File: config.mk
export PLATFORM = sky130hd
export DESIGN_NAME = mmio_responder
export DESIGN_NICKNAME = d
export VERILOG_FILES = /design/src/rtl/mmio_responder_pkg.sv /design/src/rtl/mmio_responder_byte_fifo.sv /design/src/rtl/mmio_responder.sv
export SDC_FILE = /design/constraint.sdc
export NUM_CORES = 1
export LEC_CHECK = 0
export BUFFER_PORTS_ARGS = -buffer_cell sky130_fd_sc_hd__buf_4
export CAP_MARGIN = 10
export CORE_AREA = 2 2 143 145
export DETAILED_ROUTE_END_ITERATION = 8
export DIE_AREA = 0 0 145 147
export PLACE_DENSITY = 0.77
export SLEW_MARGIN = 20
export SYNTH_ARGS = -nofsm -noshare
export SYNTH_HDL_FRONTEND = slang
export SYNTH_HIERARCHICAL = 1
export SYNTH_SLANG_ARGS = --single-unit
File: constraint.sdc
create_clock -name clk_in -period 6.4 [get_ports clk_in]
set_input_delay 0.32 -clock clk_in [delete_from_list [all_inputs] [get_ports clk_in]]
set_output_delay 0.32 -clock clk_in [all_outputs]
set_load 0.05 [all_outputs]
File: src/rtl/mmio_responder_pkg.sv
// Shared definitions for the I/O-window responder: register selects and
// the bit layout of the status register.
package mmio_responder_pkg;

  typedef enum logic [2:0] {
    SEL_DATA = 3'd0,
    SEL_STAT = 3'd1,
    SEL_CNT0 = 3'd2,
    SEL_CNT1 = 3'd3,
    SEL_CNT2 = 3'd4,
    SEL_CNT3 = 3'd5,
    SEL_HALT = 3'd6,
    SEL_ZERO = 3'd7
  } sel_e;

  localparam int ST_TX_FULL     = 0;
  localparam int ST_RX_NONEMPTY = 1;
  localparam int ST_OVERFLOW    = 2;

endpackage

File: src/rtl/mmio_responder_byte_fifo.sv
// Small synchronous FIFO with extra-MSB wrap pointers. A push into a full
// FIFO is still taken when a pop happens in the same cycle; callers that
// must refuse in that case gate push with ~full themselves.
module byte_fifo #(
  parameter int WIDTH = 8,
  parameter int DEPTH = 16
) (
  input  logic             clk,
  input  logic             rst_n,
  input  logic             push,
  input  logic             pop,
  input  logic [WIDTH-1:0] din,
  output logic [WIDTH-1:0] head,
  output logic             full,
  output logic             empty
);

  localparam int AW = $clog2(DEPTH);

  logic [WIDTH-1:0] mem [DEPTH];
  logic [AW:0]      wr_ptr;
  logic [AW:0]      rd_ptr;
  logic             do_push;
  logic             do_pop;

  assign empty   = (wr_ptr == rd_ptr);
  assign full    = (wr_ptr[AW] != rd_ptr[AW]) && (wr_ptr[AW-1:0] == rd_ptr[AW-1:0]);
  assign do_pop  = pop & ~empty;
  assign do_push = push & (~full | do_pop);
  assign head    = mem[rd_ptr[AW-1:0]];

  // Pointer registers; reset empties the FIFO.
  // NOTE: sequential state uses <= so every flop samples pre-edge values.
  always_ff @(posedge clk or negedge rst_n) begin
    if (!rst_n) begin
      wr_ptr <= '0;
      rd_ptr <= '0;
    end else begin
      if (do_push) wr_ptr <= wr_ptr + 1'b1;
      if (do_pop)  rd_ptr <= rd_ptr + 1'b1;
    end
  end

  // Storage write.
  // NOTE: storage has no reset; empty pointers make stale contents unreachable.
  always_ff @(posedge clk) begin
    if (do_push) mem[wr_ptr[AW-1:0]] <= din;
  end

endmodule

File: src/rtl/mmio_responder.sv
// Byte-bus responder for the CPU I/O window: console TX/RX FIFOs, a
// free-running cycle counter with a readable snapshot, and a halt flag.
// Read data is registered, giving the same one-cycle latency as RAM.
module mmio_responder
  import mmio_responder_pkg::*;
#(
  parameter int TX_DEPTH = 16,
  parameter int RX_DEPTH = 8
) (
  input  logic       clk_in,
  input  logic       rst_in_n,
  input  logic       rdy_in,
  input  logic       en_in,
  input  logic       wr_in,
  input  logic [2:0] a_in,
  input  logic [7:0] d_in,
  output logic [7:0] d_out,
  output logic [7:0] tx_data,
  output logic       tx_valid,
  input  logic       tx_ready,
  input  logic [7:0] rx_data,
  input  logic       rx_valid,
  output logic       rx_ready,
  output logic       halt_out
);

  sel_e        sel;
  logic        active;
  logic        wr_acc;
  logic        rd_acc;
  logic        tx_push;
  logic        tx_pop;
  logic        tx_full;
  logic        tx_empty;
  logic        rx_push;
  logic        rx_pop;
  logic        rx_full;
  logic        rx_empty;
  logic [7:0]  rx_head;
  logic        ovf_set;
  logic        overflow;
  logic [31:0] counter;
  logic [31:8] snap_hi;   // low byte of the snapshot is never readable
  logic [7:0]  d_next;

  assign sel    = sel_e'(a_in);
  assign active = en_in & rdy_in;
  assign wr_acc = active & wr_in;
  assign rd_acc = active & ~wr_in;

  assign tx_push  = wr_acc && (sel == SEL_DATA);
  assign tx_pop   = tx_valid & tx_ready;
  assign tx_valid = ~tx_empty;
  // A pop in the same cycle frees the slot, so only a pop-less full push drops.
  assign ovf_set  = tx_push & tx_full & ~tx_pop;

  assign rx_ready = ~rx_full;
  assign rx_push  = rx_valid & rx_ready;
  assign rx_pop   = rd_acc && (sel == SEL_DATA) && !rx_empty;

  byte_fifo #(.WIDTH(8), .DEPTH(TX_DEPTH)) u_tx_fifo (
    .clk   (clk_in),
    .rst_n (rst_in_n),
    .push  (tx_push),
    .pop   (tx_pop),
    .din   (d_in),
    .head  (tx_data),
    .full  (tx_full),
    .empty (tx_empty)
  );

  byte_fifo #(.WIDTH(8), .DEPTH(RX_DEPTH)) u_rx_fifo (
    .clk   (clk_in),
    .rst_n (rst_in_n),
    .push  (rx_push),
    .pop   (rx_pop),
    .din   (rx_data),
    .head  (rx_head),
    .full  (rx_full),
    .empty (rx_empty)
  );

  // Read-data mux; without a read access d_out keeps its value.
  // NOTE: d_next gets a default first so no path leaves it unassigned (no latch).
  always_comb begin
    d_next = d_out;
    if (rd_acc) begin
      d_next = 8'h00;
      case (sel)
        SEL_DATA: if (!rx_empty) d_next = rx_head;
        SEL_STAT: begin
          d_next[ST_OVERFLOW]    = overflow;
          d_next[ST_RX_NONEMPTY] = ~rx_empty;
          d_next[ST_TX_FULL]     = tx_full;
        end
        SEL_CNT0: d_next = counter[7:0];
        SEL_CNT1: d_next = snap_hi[15:8];
        SEL_CNT2: d_next = snap_hi[23:16];
        SEL_CNT3: d_next = snap_hi[31:24];
        default:  d_next = 8'h00;
      endcase
    end
  end

  // Read data, counter, snapshot, sticky overflow and halt flag.
  always_ff @(posedge clk_in or negedge rst_in_n) begin
    if (!rst_in_n) begin
      d_out    <= 8'h00;
      counter  <= '0;
      snap_hi  <= '0;
      overflow <= 1'b0;
      halt_out <= 1'b0;
    end else begin
      d_out <= d_next;
      if (rdy_in) counter <= counter + 32'd1;
      if (rd_acc && (sel == SEL_CNT0)) snap_hi <= counter[31:8];
      // A same-cycle overflow beats the clear-on-read.
      if (ovf_set)                          overflow <= 1'b1;
      else if (rd_acc && (sel == SEL_STAT)) overflow <= 1'b0;
      if (wr_acc && (sel == SEL_HALT)) halt_out <= 1'b1;
    end
  end

endmodule

==> qor.csv, run 1 <==
metric,value,unit
synth_nets,721,
grt_pass1_vias,6590,
hold_viol,0,
netlist_instances,686,
clk_path_buf_depth,3,
min_period,4.440,ns
min_path_type,input pin to register,
antenna_found_initial,0,
rsz0062_at_grt,false,
grt_max_degree,85,
cts_tree,done,
die_y,147,um
areaGrowthSynthToFinish,13.22,%
p_per_area,415.0,nW/um^2
numCtsBuffers,27,
timing.rr.start,u_rx_fifo/rd_ptr[0],
hold_start,rdy_in,
grt_pass1_wl,38450,um
cts_resized,0,
maxCapViolCount,0,
p_int,3.837,mW
max-slew-margin-rel,26.85,%
slew_violations,0,
critPathKind,register to register,
slowest_delay,1.02,ns
ff_latch_area,7869,um^2
peakVddDrop,0.2773,mV
multiInputGateArea,3630,um^2
crit_chain,xnor2_1 -> nand3_2 -> nor2_1 -> nor4_2 -> nor2b_1 -> o311ai_4 -> nor3_1,
cp_slowest_cell,dfrtp_1,
clkTransAtPathRegs,0.06,ns
track_usage,23.45,%
start_util,59.21,%
outcome,completed,
yosys.cell_types.count,61,
final_cell_mix,"edfxtp_1, dfrtp_1, buf_4",
timing.final.crit_share,69.37,%
final_area,13300,um^2
initialDrtViolationCount,456,
htreeDepth,1,
cp-end-kind,register,
nNetsFinal,761,
critical_path_buf_inv_count,0,
drive_above_1_share,27.18,%
crit_family,simple AND/OR/NAND/NOR gates,
final_common_cell,edfxtp_1,
clkLatencyLatePin,0.54,ns
pwr-share-seq,41.0,%
routed_wl,24230,um
switchingPower,1.684,mW
clkPwrFrac,33.1,%
leakage,4.964,nW
die_x,145,um
gp_routability_congestion,0.8778,
port_buffers,44,
synth_edf_count,192,
final-setup-viol-count,0,
cp_max_fo,20,
skew,0.02449,ns
dp_hpwl,15790,um
pin_count,45,
p_sw_share,30.51,%
drt.antenna.violating_nets,0,
p_comb_share,26.0,%
synth_ff_type,edfxtp_1,
vias,6307,
crit_start,u_rx_fifo/rd_ptr[0],
dr.pass1.iters,5,
grt_overflow,0,
diodes,0,
clkSinkCount,276,
dieArea,21320,um^2
max_freq,225.2,MHz
netlist_area,11750,um^2
tns,0,ns
post_dp_cell_area,12230,um^2
syn_avg_cell_area,17.13,um^2
core-area,19840,um^2
drc_errors,0,
ys_ff_latch,276,
startpoint_type,register,
cp_data_required_time,6.55,ns
row_count,52,
yosysSeqAreaShare,66.96,%
synthArstFlopShare,30.43,%
via_per_inst,6.202,
cts_root_buf,clkbuf_16,
wl_per_cell,23.82,um
yosys_warnings,6,
n_fill_cell,1315,
cp.arrival,4.59,ns
tightest_slew,1.089,ns
per-stage QoR:
stage | hold WS [ns] | power (mW) | instances | setup slack [ns] | util, %
after floorplan | 0.02441 | 3.364 | 686 | 3.122 | -
after global placement | 0.4551 | 3.662 | 966 | 2.199 | 61.56
after detailed placement | 0.4608 | 3.717 | 966 | 1.944 | 61.61
after CTS | 0.00009220 | 5.548 | 1016 | 1.877 | 66.90
after global routing | 0.008377 | 5.734 | 1017 | 1.579 | 67.04
final | 0.01649 | 5.521 | 1017 | 1.960 | 67.04
synthesized netlist by cell type (2+ instances only):
cell       count  area [um^2]
dfrtp_1       84         2102
buf_6          7        78.83
nor3_1        11        55.05
a22o_1         3        26.28
mux2_2        34        382.9
o21ai_0        9        45.04
buf_4          6        45.04
and2_1         5        31.28
nand4_2        2        25.02
nand2_1       34        127.6
a222oi_1       2        20.02
nor4_2         2        25.02
and3_1        18        112.6
o311ai_4       3        78.83
ha_1           9        112.6
a2bb2oi_1      3        26.28
mux2_1         4        45.04
o311ai_1       2        17.52
nor4_1         2        12.51
a22oi_1       19        142.6
nor2b_1       11        68.82
clkbuf_1      11        41.29
xnor2_2        6        97.59
nand3_1       14        70.07
or4_1          2        15.01
buf_2         12        60.06
inv_1         10        37.54
nand2b_1       2        12.51
xor2_1        11        96.34
nor2_1        17        63.81
and4_1         4        35.03
xnor2_1       37        324.1
o32ai_1        2        17.52
mux4_1         6        157.7
a21oi_1        3        15.01
edfxtp_1     192         5766
mux4_2        42        945.9
a221oi_1      10        87.58
nand4_1       13        81.33
state kept, by name, indices dropped and copies added, names as in the netlist:
name,cells
halt_out,1
counter,32
u_tx_fifo/rd_ptr,5
u_rx_fifo/mem,64
d_out,8
snap_hi,24
overflow,1
u_tx_fifo/mem,128
u_rx_fifo/wr_ptr,4
u_rx_fifo/rd_ptr,4
u_tx_fifo/wr_ptr,5
layer usage:
layer | global-route usage, % | share of wire (%) | up-vias
met2 | 39.50 | 50 | 233
met4 | 6.782 | 2.7 | 0
li1 | - | - | 2765
met3 | 3.634 | 5.3 | 45
met1 | 32.40 | 42 | 3264
met5 | 0 | 0 | -
final timing paths:
path / endpoint / slack [ns] / cells past startpoint
max in group asynchronous: u_tx_fifo/rd_ptr[0] / 5.45 / 2
max reg2reg: u_rx_fifo/mem[0][6] / 1.96 / 7
max: u_rx_fifo/mem[0][6] / 1.96 / 7
min in group asynchronous: counter[1] / 0.38 / 2
min reg2reg: counter[31] / 0.47 / 1
min: counter[0] / 0.02 / 2
logic make-up (layout without fill, tap and decap cells):
logic type,after synthesis,in the layout,share of synthesized area (%)
DFF,276,276,66.96
and+or+nand+nor,148,148,7.518
muxes,86,86,13.03
AOI/OAI and AO/OA,64,64,4.781
xor gates and xnor gates,54,54,4.408
buffers and inverters,49,110,2.343
adders and majority gates,9,9,0.9584
area by class of cell:
| type | instances | area share, % |
|---|---|---|
| clock buffers | 35 | 5.737 |
| clock inverters | 15 | 2.163 |
| inverters | 11 | 0.3104 |
| multi-input cells | 361 | 27.29 |
| flip-flops and latches | 276 | 59.15 |
| well taps | 270 | 2.539 |
| repair buffers | 49 | 2.812 |
power groups by stage:
| stage | logic (mW) | registers (mW) | clock network, mW |
|---|---|---|---|
| global placement | 1.39 | 2.28 | 0 |
| detailed placement | 1.42 | 2.29 | 0 |
| finish | 1.43 | 2.26 | 1.83 |
| floorplan | 1.17 | 2.20 | 0 |
| global route | 1.53 | 2.29 | 1.92 |
| CTS | 1.44 | 2.26 | 1.85 |
repair_timing:
action	in CTS	in global routing
hold endpoints to repair	0	84
hold buffers	0	1
buffers inserted	0	0
Note: power is estimated with default switching activity, not from simulation.
==> inputs of run 2 (changes only) <==
--- a/config.mk
+++ b/config.mk
@@ -7,10 +7,10 @@
 export LEC_CHECK = 0
 export BUFFER_PORTS_ARGS = -buffer_cell sky130_fd_sc_hd__buf_4
 export CAP_MARGIN = 10
-export CORE_AREA = 2 2 143 145
+export CORE_AREA = 2 2 148 150
 export DETAILED_ROUTE_END_ITERATION = 8
-export DIE_AREA = 0 0 145 147
-export PLACE_DENSITY = 0.77
+export DIE_AREA = 0 0 150 152
+export PLACE_DENSITY = 0.76
 export SLEW_MARGIN = 20
 export SYNTH_ARGS = -nofsm -noshare
 export SYNTH_HDL_FRONTEND = slang
==> constraint.sdc (replaced) <==
create_clock -name clk_in -period 3.7 [get_ports clk_in]
set_input_delay 0.185 -clock clk_in [delete_from_list [all_inputs] [get_ports clk_in]]
set_output_delay 0.185 -clock clk_in [all_outputs]
set_load 0.05 [all_outputs]
==> run 2 against run 1 <==
Sequential share of layout area decreased by 0.25 points. Clock skew decreased by 0.0047 ns. Via count increased by 0.71%. Highest routed layer unchanged. Critical endpoint is now u_rx_fifo/mem[7][0]. Hold slack improved by 0.10 ns. Critical path depth unchanged. Non-clock buffer count increased by 31.
==> qor.csv, run 2 (synthesis results as in run 1) <==
metric,value,unit,change
timing.rr.start,u_rx_fifo/rd_ptr[2],,
vias,6352,,+0.71%
port_buffers,44,,unchanged
core-area,21350,um^2,+7.6%
htreeDepth,1,,unchanged
startpoint_type,register,,
nNetsFinal,792,,+4.1%
slew_violations,0,,unchanged
grt_pass1_wl,37460,um,-2.6%
numCtsBuffers,27,,unchanged
diodes,0,,unchanged
drt.antenna.violating_nets,0,,unchanged
clkSinkCount,276,,unchanged
clkLatencyLatePin,0.54,ns,about the same
rsz0062_at_grt,false,,
grt_max_degree,85,,unchanged
timing.final.crit_share,81.24,%,+12 points
leakage,4.998,nW,+0.70%
tns,0,ns,unchanged
critPathKind,register to register,,
crit_family,simple AND/OR/NAND/NOR gates,,
hold_viol,0,,unchanged
cp_slowest_cell,dfrtp_1,,
cts_tree,done,,
cp.arrival,3.18,ns,-1.41 ns
cts_resized,0,,unchanged
antenna_found_initial,0,,unchanged
clk_path_buf_depth,3,,unchanged
post-route-util,62.58,%,-4.5 points
largest_register_ffs,128,,unchanged
dr.pass1.iters,5,,unchanged
skew,0.01978,ns,-0.004716 ns
final_common_cell,edfxtp_1,,
crit_chain,xnor2_1 -> nand3_2 -> buf_4 -> nor2_1 -> nor2b_1 -> nand4_1 -> nor2_1,,
grt_overflow,0,,unchanged
cts_root_buf,clkbuf_16,,
clkTransAtPathRegs,0.06,ns,about the same
pin_count,45,,unchanged
die_x,150,um,+3.4%
wl_per_cell,22.13,um,-7.1%
dieArea,22800,um^2,+7.0%
grt_pass1_vias,6633,,+0.65%
areaGrowthSynthToFinish,13.70,%,
cp_data_required_time,3.87,ns,-2.68 ns
min_period,3.006,ns,-1.434 ns
max-slew-margin-rel,41.74,%,+15 points
via_per_inst,6.004,,-3.2%
routed_wl,23420,um,-3.4%
initialDrtViolationCount,421,,-7.7%
slowest_delay,0.61,ns,-0.41 ns
max_freq,332.7,MHz,+48%
maxCapViolCount,0,,unchanged
min_path_type,input pin to register,,
critical_path_buf_inv_count,1,,+1
cp_max_fo,11,,-45%
final_cell_mix,"edfxtp_1, dfrtp_1, buf_4",,
path_common_cell,nor2_1,,
cp-end-kind,register,,
start_util,55.03,%,-4.2 points
die_y,152,um,+3.4%
drc_errors,0,,unchanged
track_usage,21.44,%,-2.0 points
crit_start,u_rx_fifo/rd_ptr[2],,
gp_routability_congestion,0.8658,,-1.4%
hold_start,a_in[2],,
outcome,completed,,
p_per_area,675.4,nW/um^2,+63%
peakVddDrop,0.4972,mV,+79%
dp_hpwl,15390,um,-2.5%
tightest_slew,0.8721,ns,-0.2167 ns
row_count,54,,+3.8%
drive_above_1_share,25.84,%,-1.3 points
final-setup-viol-count,0,,unchanged
run 2: tightest hold or removal path, cell delays in order:
cell    delay [ns]
buf_4         0.16
or4_1         0.13
a22o_1        0.13
run 2: cell type report:
class	count	area, um^2
fill	1545	7990
timing repair buffer	80	656.9
tap	280	350.3
sequential	276	7869
multi-input combinational	361	3607
clock buffer	28	679.4
inverter	11	41.29
clock inverter	22	156.4
run 2: routing by layer:
metal	part of all wire (%)	vias to the layer above	track usage, %
li1	-	2822	-
met1	43	3312	31.14
met2	50	180	34.70
met3	4.7	38	2.763
met4	2.3	0	5.885
met5	0	-	0
run 2: final timing paths:
check	slack, ns	cells after the start	end
worst max-delay path	0.69	7	u_rx_fifo/mem[7][0]
worst min-delay path	0.12	3	overflow
worst max register to register	0.69	7	u_rx_fifo/mem[7][0]
worst min register to register	0.49	1	counter[22]
max in group asynchronous	2.89	2	u_tx_fifo/rd_ptr[0]
min in group asynchronous	0.25	2	counter[6]
run 2: power by group:
part           internal (mW)  switching (mW)  total, mW
Sequential              3.56           0.246       3.81
Combinational           1.10            1.54       2.63
Clock                   1.47            1.11       2.58
Total                   6.13            2.90       9.02
run 2: metrics by stage:
stage / power, mW / setup WS [ns] / area (um^2) / hold WS [ns] / cells
4_1_cts: 9.096 / 0.6778 / 13360 / 0.09929 / 1058
6_report: 9.024 / 0.6942 / 13360 / 0.1191 / 1058
3_5_place_dp: 6.495 / 0.7619 / 12310 / 0.4338 / 987
2_1_floorplan: 5.819 / 0.4217 / 11750 / -0.1106 / 686
5_1_grt: 9.407 / 0.5448 / 13360 / 0.1329 / 1058
3_3_place_gp: 6.407 / 0.9111 / 12310 / 0.4165 / 987
run 2: what timing repair did:
item	4_1_cts	5_1_grt
buffers inserted	0	0
hold buffers	21	0
endpoints found under the hold margin	269	0
==> inputs of run 3 (changes only) <==
--- a/config.mk
+++ b/config.mk
@@ -5,12 +5,13 @@
 export SDC_FILE = /design/constraint.sdc
 export NUM_CORES = 1
 export LEC_CHECK = 0
+export ABC_AREA = 1
 export BUFFER_PORTS_ARGS = -buffer_cell sky130_fd_sc_hd__buf_4
 export CAP_MARGIN = 10
-export CORE_AREA = 2 2 148 150
+export CORE_AREA = 2 2 152 154
 export DETAILED_ROUTE_END_ITERATION = 8
-export DIE_AREA = 0 0 150 152
-export PLACE_DENSITY = 0.76
+export DIE_AREA = 0 0 154 156
+export PLACE_DENSITY = 0.75
 export SLEW_MARGIN = 20
 export SYNTH_ARGS = -nofsm -noshare
 export SYNTH_HDL_FRONTEND = slang
==> constraint.sdc (replaced) <==
create_clock -name clk_in -period 2.65 [get_ports clk_in]
set_input_delay 0.1325 -clock clk_in [delete_from_list [all_inputs] [get_ports clk_in]]
set_output_delay 0.1325 -clock clk_in [all_outputs]
set_load 0.05 [all_outputs]
==> run 3 against run 2 <==
Synthesized area grew 5.4%. Global-route usage increased by 2.3 points. Hold slack got worse by 0.075 ns. Routed wire length grew 20%. Worst setup slack worse by 0.48 ns. Fmax up 23%. Critical endpoint is now u_tx_fifo/mem[14][4].
==> qor.csv, run 3 <==
metric,value,unit,change
areaGrowthSynthToFinish,16.03,%,
critical_path_buf_inv_count,7,,+6
gp_routability_congestion,0.8811,,+1.8%
yosys_warnings,6,,unchanged
startpoint_type,register,,
antenna_found_initial,0,,unchanged
drive_above_1_share,13.40,%,-12 points
grt_pass1_vias,8610,,+30%
yosys-top-cells-area,"edfxtp_1, dfrtp_1, nand2_1, nor2_1, o21ai_0",,
synthArstFlopShare,30.43,%,unchanged
clkLatencyLatePin,0.53,ns,about the same
synthTopCellsByCount,"nand2_1, edfxtp_1, nor2_1",,
synth_ff_type,edfxtp_1,,
largest_register_ffs,128,,unchanged
synth_compound_area_share,7.690,%,+2.9 points
crit_chain,inv_2 -> nand2_1 -> nand2_1 -> nor2_4 -> nand3_1 -> inv_1 -> inv_1 -> nand2_1 -> inv_1 -> inv_1 -> nand4_4 -> nand2_2 -> buf_4 -> nor2_1 -> buf_4,,
maxCapViolCount,0,,unchanged
ys_ff_latch,276,,unchanged
track_usage,23.70,%,+2.3 points
path_common_cell,inv_1,,
core-area,22370,um^2,+4.8%
yosys.cell_types.count,36,,-41%
final-setup-viol-count,0,,unchanged
syn_avg_cell_area,10.13,um^2,-41%
row_count,55,,+1.9%
vias,8909,,+40%
clk_path_buf_depth,3,,unchanged
start_util,55.36,%,+0.33 points
yosys.area_share.simple,20.02,%,+13 points
synthXorXnorAreaFrac,2.405,%,-2.0 points
min_period,2.435,ns,-0.5708 ns
die_y,156,um,+2.6%
timing.final.crit_share,91.89,%,+11 points
htreeDepth,1,,unchanged
drc_errors,0,,unchanged
skew,0.01430,ns,-0.005479 ns
synth_top_family_by_area,simple AND/OR/NAND/NOR gates,,
grt_max_degree,66,,-22%
p_per_area,940.7,nW/um^2,+39%
final_cell_mix,"nand2_1, edfxtp_1, nor2_1",,
nNetsFinal,1349,,+70%
cts_root_buf,clkbuf_16,,
synth_fa_ha_area_share,0.9095,%,-0.049 points
slew_violations,0,,unchanged
slowest_delay,0.46,ns,-0.15 ns
clkSinkCount,276,,unchanged
synth_nets,1257,,+74%
peakVddDrop,0.6517,mV,+31%
cp.arrival,2.72,ns,-0.46 ns
netlist_instances,1222,,+78%
grt_pass1_wl,45190,um,+21%
max_freq,410.7,MHz,+23%
pin_count,45,,unchanged
cts_tree,done,,
synth_most_common_cell,nand2_1,,
dr.pass1.iters,5,,unchanged
power,13.51,mW,+50%
yosysSeqAreaShare,63.54,%,-3.4 points
grt_overflow,0,,unchanged
dp_hpwl,18390,um,+20%
max-slew-margin-rel,60.53,%,+19 points
tns,0,ns,unchanged
netlist_area,12380,um^2,+5.4%
cp_max_fo,15,,+4
wl_per_cell,17.29,um,-22%
numCtsBuffers,29,,+7.4%
cp_data_required_time,2.94,ns,-0.93 ns
min_path_type,input pin to register,,
hold_viol,0,,unchanged
yosysTopAreaCell,edfxtp_1,,
initialDrtViolationCount,820,,+95%
cp_slowest_cell,dfrtp_1,,
routed_wl,28040,um,+20%
synth_edf_count,192,,unchanged
synth_top_area_share,46.56,%,-2.5 points
muxShareOfSynthArea,0.3941,%,-13 points
cp-end-kind,register,,
final_common_cell,nand2_1,,
tightest_slew,0.5920,ns,-0.2801 ns
clkTransAtPathRegs,0.06,ns,about the same
diodes,0,,unchanged
port_buffers,44,,unchanged
die_x,154,um,+2.7%
outcome,completed,,
crit_family,simple AND/OR/NAND/NOR gates,,
dieArea,24020,um^2,+5.4%
leakage,5.894,nW,+18%
drt.antenna.violating_nets,0,,unchanged
via_per_inst,5.496,,-8.5%
critPathKind,register to register,,
-- run 3: cell types whose count changed in the layout (fill, tap and decap cells not counted), sizes merged, moves of 34 or more --
cell   delta
nand3    +45
xnor2    -35
inv      +87
nor2    +186
nand2   +248
o21ai   +117
mux4     -48
mux2     -34
-- run 3: worst paths after layout --
path                                      from                   end  slack (ns)  cells past startpoint
max                        u_tx_fifo/wr_ptr[3]  u_tx_fifo/mem[14][4]        0.21                     15
max reg2reg                u_tx_fifo/wr_ptr[3]  u_tx_fifo/mem[14][4]        0.21                     15
min                                   rx_valid   u_rx_fifo/wr_ptr[1]        0.04                      5
max in group asynchronous             rst_in_n   u_rx_fifo/rd_ptr[3]        1.88                      3
min reg2reg                        snap_hi[14]           snap_hi[14]        0.48                      2
min in group asynchronous             rst_in_n           counter[14]        0.15                      2
-- run 3: logic make-up after synthesis --
logic type / after synthesis
AOI/OAI and AO/OA: 175
xor gates and xnor gates: 34
adders and majority gates: 9
buffers and inverters: 147
DFF: 276
muxes: 4
and+or+nand+nor: 577
-- run 3: layout make-up --
| type | instances | area [um^2] |
|---|---|---|
| fill | 1676 | 7999 |
| inverter | 100 | 376.6 |
| sequential | 276 | 7870 |
| clock buffer | 45 | 913.4 |
| tap | 285 | 356.6 |
| clock inverter | 8 | 72.57 |
| multi-input combinational | 799 | 3895 |
| timing repair buffer | 108 | 882.1 |
-- run 3: per-layer routing --
layer	global-route usage, %	part of all wire (%)
met2	38.93	48
met5	0	0
met3	3.167	5.0
met4	8.144	3.4
met1	32.93	44
-- run 3: power by group --
group | internal, mW | switching [mW] | leakage, nW
Combinational | 1.27 | 2.91 | 2.62
Sequential | 4.98 | 0.269 | 2.78
Clock | 2.46 | 1.61 | 0.488
Total | 8.72 | 4.79 | 5.89
-- run 3: repair_timing --
action	in CTS	in global routing
buffers inserted	0	0
hold buffers	22	0
gates resized for setup	0	4
setup endpoints to repair	0	100
endpoints found under the hold margin	243	0
-- run 3: worst register-to-register path, cell delays in order, from the launching register on --
cell     delay (ns)
dfrtp_1        0.46
inv_2          0.08
nand2_1        0.06
nand2_1        0.08
nor2_4         0.16
nand3_1        0.12
inv_1          0.08
inv_1          0.04
nand2_1        0.07
inv_1          0.06
inv_1          0.09
nand4_4        0.16
nand2_2        0.20
buf_4          0.27
nor2_1         0.09
buf_4          0.17
-- run 3: metrics by stage --
stage / instances / instance area, um^2 / setup WS [ns] / hold WS [ns] / utilization [%]
2_1_floorplan: 1222 / 12380 / 0.005506 / -0.1631 / -
3_3_place_gp: 1546 / 13150 / 0.3391 / 0.1744 / 58.80
3_5_place_dp: 1546 / 13150 / 0.2289 / 0.1812 / 58.80
4_1_cts: 1621 / 14360 / 0.06487 / 0.03625 / 64.19
5_1_grt: 1621 / 14370 / -0.005621 / 0.05817 / 64.24
6_report: 1621 / 14370 / 0.2150 / 0.04396 / 64.24
